`src/rtl/layer2_mac_engine.sv`:
```
// rtl/layer2_mac_engine.sv - Layer-2 MAC engine draining the ReLU node queue
// Pops ReLU nodes, fetches the matching weight row, saturating-MACs into every output node.
module layer2_mac_engine #(
    parameter int RELU_NODES       = 64,
    parameter int RELU_INDEX_WIDTH = 7,
    parameter int IN_WIDTH         = 8,
    parameter int WEIGHT_WIDTH     = 8,
    parameter int OUT_NODES        = 10,
    parameter int ACC_WIDTH        = 24
) (
    input  logic                              clk,
    input  logic                              reset_n,
    input  logic                              start,
    input  logic                              queue_empty,
    input  logic [RELU_INDEX_WIDTH-1:0]       relu_index,
    input  logic [IN_WIDTH-1:0]               relu_value,
    output logic                              dequeue,
    output logic [RELU_INDEX_WIDTH-1:0]       weight_addr,
    output logic                              weight_rd,
    input  logic [OUT_NODES*WEIGHT_WIDTH-1:0] weight_data,
    output logic [OUT_NODES*ACC_WIDTH-1:0]    acc_out,
    output logic                              busy,
    output logic                              done,
    output logic                              result_valid,
    output logic                              overflow
);
    localparam int CNT_W  = $clog2(RELU_NODES + 1);
    localparam int PROD_W = IN_WIDTH + WEIGHT_WIDTH + 1;
    localparam int SUM_W  = ACC_WIDTH + 1;

    typedef enum logic [2:0] {IDLE, CHECK, POP_HI, POP_LO, FETCH, ACC, DONE} state_t;

    state_t                      state;
    state_t                      nextState;
    logic [CNT_W-1:0]            popCount;
    logic [IN_WIDTH-1:0]         valueReg;
    logic [RELU_INDEX_WIDTH-1:0] addrReg;
    logic                        resultValidReg;
    logic                        overflowReg;
    logic [ACC_WIDTH-1:0]        accReg  [OUT_NODES];
    logic [ACC_WIDTH-1:0]        accNext [OUT_NODES];
    logic [OUT_NODES-1:0]        satHit;
    logic                        popLimit;

    assign popLimit     = (popCount == CNT_W'(RELU_NODES));
    assign weight_addr  = addrReg;
    assign result_valid = resultValidReg;
    assign overflow     = overflowReg;

    always_ff @(posedge clk or negedge reset_n) begin
        if (!reset_n) begin
            state <= IDLE;
        end else begin
            state <= nextState;
        end
    end

    // The pop limit guards against a queue that never reports empty.
    always_comb begin
        nextState = state;
        case (state)
            IDLE:    if (start) nextState = CHECK;
            CHECK:   nextState = (queue_empty || popLimit) ? DONE : POP_HI;
            POP_HI:  nextState = POP_LO;
            POP_LO:  nextState = (relu_value == '0) ? CHECK : FETCH;
            FETCH:   nextState = ACC;
            ACC:     nextState = CHECK;
            DONE:    nextState = IDLE;
            default: nextState = IDLE;
        endcase
    end

    always_comb begin
        dequeue   = 1'b0;
        weight_rd = 1'b0;
        busy      = 1'b1;
        done      = 1'b0;
        case (state)
            IDLE:    busy = 1'b0;
            POP_HI:  dequeue = 1'b1;
            FETCH:   weight_rd = 1'b1;
            DONE:    done = 1'b1;
            default: ;
        endcase
    end

    for (genvar n = 0; n < OUT_NODES; n++) begin : g_node
        logic signed [WEIGHT_WIDTH-1:0] weight;
        logic signed [PROD_W-1:0]       product;
        logic signed [SUM_W-1:0]        sum;

        assign weight  = weight_data[(OUT_NODES-1-n)*WEIGHT_WIDTH +: WEIGHT_WIDTH];
        assign product = PROD_W'($signed({1'b0, valueReg})) * PROD_W'(weight);
        assign sum     = SUM_W'($signed(accReg[n])) + SUM_W'(product);
        // One guard bit: top two bits disagree exactly when the sum left the accumulator range.
        assign satHit[n]  = sum[SUM_W-1] != sum[SUM_W-2];
        assign accNext[n] = !satHit[n]   ? sum[ACC_WIDTH-1:0] :
                            sum[SUM_W-1] ? {1'b1, {(ACC_WIDTH-1){1'b0}}} :
                                           {1'b0, {(ACC_WIDTH-1){1'b1}}};
        assign acc_out[(OUT_NODES-1-n)*ACC_WIDTH +: ACC_WIDTH] = accReg[n];
    end

    always_ff @(posedge clk or negedge reset_n) begin
        if (!reset_n) begin
            popCount       <= '0;
            valueReg       <= '0;
            addrReg        <= '0;
            resultValidReg <= 1'b0;
            overflowReg    <= 1'b0;
            for (int n = 0; n < OUT_NODES; n++) accReg[n] <= '0;
        end else begin
            case (state)
                IDLE: begin
                    if (start) begin
                        popCount       <= '0;
                        resultValidReg <= 1'b0;
                        overflowReg    <= 1'b0;
                        for (int n = 0; n < OUT_NODES; n++) accReg[n] <= '0;
                    end
                end
                POP_HI: popCount <= popCount + CNT_W'(1);
                POP_LO: begin
                    valueReg <= relu_value;
                    if (relu_value != '0) addrReg <= relu_index;
                end
                ACC: begin
                    for (int n = 0; n < OUT_NODES; n++) accReg[n] <= accNext[n];
                    if (|satHit) overflowReg <= 1'b1;
                end
                default: ;
            endcase
            if (nextState == DONE) resultValidReg <= 1'b1;
        end
    end
endmodule

```
`config.mk`:
```
export PLATFORM = sky130hd
export DESIGN_NAME = layer2_mac_engine
export DESIGN_NICKNAME = d
export VERILOG_FILES = /design/src/rtl/layer2_mac_engine.sv
export SDC_FILE = /design/constraint.sdc
export NUM_CORES = 2
export LEC_CHECK = 0
export CAP_MARGIN = 20
export CORE_ASPECT_RATIO = 2
export CORE_UTILIZATION = 35
export CTS_BUF_LIST = sky130_fd_sc_hd__clkbuf_8
export CTS_CLUSTER_DIAMETER = 150
export CTS_CLUSTER_SIZE = 25
export DETAILED_ROUTE_END_ITERATION = 6
export SLEW_MARGIN = 20
export SYNTH_ARGS = -nofsm -noshare
export SYNTH_HDL_FRONTEND = slang
export SYNTH_SLANG_ARGS = --single-unit
export TNS_END_PERCENT = 1
```
`constraint.sdc`:
```
create_clock -name clk -period 6.6 [get_ports clk]
set_input_delay 0.99 -clock clk [delete_from_list [all_inputs] [get_ports clk]]
set_output_delay 0.99 -clock clk [all_outputs]
set_load 0.02 [all_outputs]
```
==> flow_metrics.tcl <==
set metrics [dict create \
    vias_per_cell 5.02 \
    grt_max_degree 117 \
    synthesis.nets 6183 \
    fmax_mhz 147 \
    cp-end-kind "flop" \
    dr_total_vias 36200 \
    cp_common_cell "fa_1" \
    cp_slowest_cell "fa_1" \
    fin_worst_skew_ns 0.0311 \
    fp.dieH_um 503 \
    relSlewSlack 0.392 \
    htreeDepth 1 \
    wirelength_um 132000 \
    synthTopCellsByArea "fa_1 24%, ha_1 23%, dfrtp_1 15%" \
    overflow 0 \
    clkSlewWorstSetupHoldPaths_ns 0.19 \
    timing_hold_violations_final 0 \
    crit_required_ns 7.17 \
    cts_tree "built" \
    violations "negative setup slack" \
    synth.distinct_cells 82 \
    final_common_cell "inv_1" \
    clock_sinks 267 \
    design.portCount 352 \
    async_flop_share 1.00 \
    slowest_delay_ns 0.54 \
    die_area_um2 127000 \
    path_max_fanout 12 \
    setup_viol 94 \
    die_w_um 252 \
    fillerInstances 12000 \
    fin_crit_sh 1.03 \
    synthesis.area_um2 43900 \
    worst_pin_slew_ns 0.911 \
    final_antenna_net_count 0 \
    area_growth_syn_to_layout_pct 25.5 \
    start_kind "primary input" \
    min_path_type "in2async" \
    numCtsBuffers 14 \
    synth_top_cell_by_area "fa_1" \
    rows 183 \
    clock_latency_ns 0.69 \
    synth_edf_count 0 \
    nets 6966 \
    clk_path_buf_depth 3 \
    layout-drive-gt1-share 0.144 \
    grt_pass1_wl_um 210000 \
    yosys_most_used_dff "dfrtp_1" \
    antenna_found_initial 14 \
    start_util 0.353 \
    cts_root_buf "clkbuf_8" \
    hpwl_um 109000 \
    cts-hold-fix-buffers 0 \
    final_cell_mix "868 x inv_1, 782 x ha_1, 519 x buf_4" \
    fin_ws_ns -0.225 \
    synthCells 4761 \
    dr.pass1.iters 5 \
    multi_input_area_um2 34100 \
    drtIter0Drc 1186 \
    period_needed_ns 6.82 \
    grt_pass1_vias 40000 \
    rsz0062_at_grt "yes" \
    syn_area_per_cell_um2 9.22 \
    track_usage 0.212 \
    synth_top_area_frac 0.238 \
    yosysSeqAreaShare 0.152 \
    slew_viol_final 0 \
    yosys_warnings 0 \
    cap_violations 0 \
    place.gp.congestion 0.901 \
    seq_area_um2 6710 \
    crit_type "in2reg" \
    holdWs_ns 0.183 \
    detail_route.wl_per_cell_um 18.2 \
    cp.arrival_ns 7.40 \
    coreArea_um2 124000 \
    outcome "finished with violations" \
    portBuffers 351 \
    drcViolationCount 0 \
    synth-seq-cells 267 \
]
[registers in the layout, summed over array words and instances, names as in the netlist]
signal and flops:
overflow 1, weight_addr 7, acc_out 240, state 3, popCount 7, valueReg 8, result_valid 1
[what timing repair did]
| item | CTS | global route |
|---|---|---|
| setup buffers | 46 | 3 |
| pin swaps | 53 | 34 |
| gates resized for setup | 151 | 103 |
| cloned | 3 | 0 |
| endpoints found under the setup margin | 208 | 208 |
[layer usage]
| layer | track usage | part of all wire | vias to the layer above |
|---|---|---|---|
| li1 | - | - | 17100 |
| met1 | 0.217 | 0.36 | 18200 |
| met2 | 0.423 | 0.56 | 672 |
| met3 | 0.0283 | 0.040 | 247 |
| met4 | 0.0805 | 0.041 | 16 |
| met5 | 0 | 0.00082 | - |
[synth_stat cells (52+ instances only)]
cell      instances
a21o_1           83
a21oi_1         134
a221o_1         133
and2_1          305
clkbuf_1        149
dfrtp_1         267
fa_1            523
ha_1            800
inv_1           873
nand2_1         431
nand2b_1         54
nor2_1          217
o21ai_0         166
xnor2_1         128
xor2_1           52
[stage by stage]
| stage | setup slack (ns) | std cells | util | cell area (µm²) | setup TNS (ns) |
|---|---|---|---|---|---|
| 2_1_floorplan | -0.473 | 4761 | - | 44000 | -53.48 |
| 3_3_place_gp | -1.35 | 7141 | 0.431 | 53500 | -211.56 |
| 3_5_place_dp | -1.34 | 7141 | 0.431 | 53500 | -221.13 |
| 4_1_cts | -0.234 | 7210 | 0.440 | 54700 | -12.51 |
| 5_1_grt | -0.492 | 7215 | 0.443 | 55100 | -46.47 |
| 6_report | -0.225 | 7218 | 0.443 | 55100 | -7.30 |
[critical path, delay by kind of cell]
kind / cells / cell delay, ns
adder cells (fa/ha/maj): 7 / 3.05
AO/OA/AOI/OAI: 10 / 1.42
XOR/XNOR: 1 / 0.11
AND/OR/NAND/NOR: 3 / 0.82
buffers and inverters: 9 / 1.03
[path summary, 6_finish.rpt]
check	startpoint	end	slack [ns]	cells past startpoint
min	reset_n	acc_out[14]$_DFFE_PN0P_	0.18	1
max in group asynchronous	reset_n	acc_out[113]$_DFFE_PN0P_	5.24	2
max reg2reg	valueReg[5]$_DFFE_PN0P_	acc_out[19]$_DFFE_PN0P_	-0.20	30
max	weight_data[2]	acc_out[19]$_DFFE_PN0P_	-0.22	30
min reg2reg	popCount[6]$_DFFE_PN0P_	popCount[6]$_DFFE_PN0P_	0.51	1
min in group clk	popCount[6]$_DFFE_PN0P_	popCount[6]$_DFFE_PN0P_	0.51	1
[logic make-up (layout without fill, tap and decap cells)]
logic type,count (synthesis),after routing,synth area share
adder cells (fa/ha/maj),1327,1327,0.467
AND/OR/NAND/NOR,1185,1185,0.131
buffers and inverters,1050,1837,0.0901
AO/OA/AOI/OAI,729,729,0.118
flip-flops,267,267,0.152
XOR/XNOR,180,180,0.0359
multiplexers,23,23,0.00581
other,0,5,0
[final cells by class]
type / count / share of cell area
Multi-Input combinational cell: 3444 / 0.618
Timing Repair Buffer: 943 / 0.158
Sequential cell: 267 / 0.122
Inverter: 874 / 0.0595
Tap cell: 1665 / 0.0378
Clock buffer: 15 / 0.00375
Clock inverter: 5 / 0.000431
Antenna cell: 5 / 0.000227
Power is not shown: default switching activity piles up to over one toggle a cycle in this logic, so the estimate is an artifact.
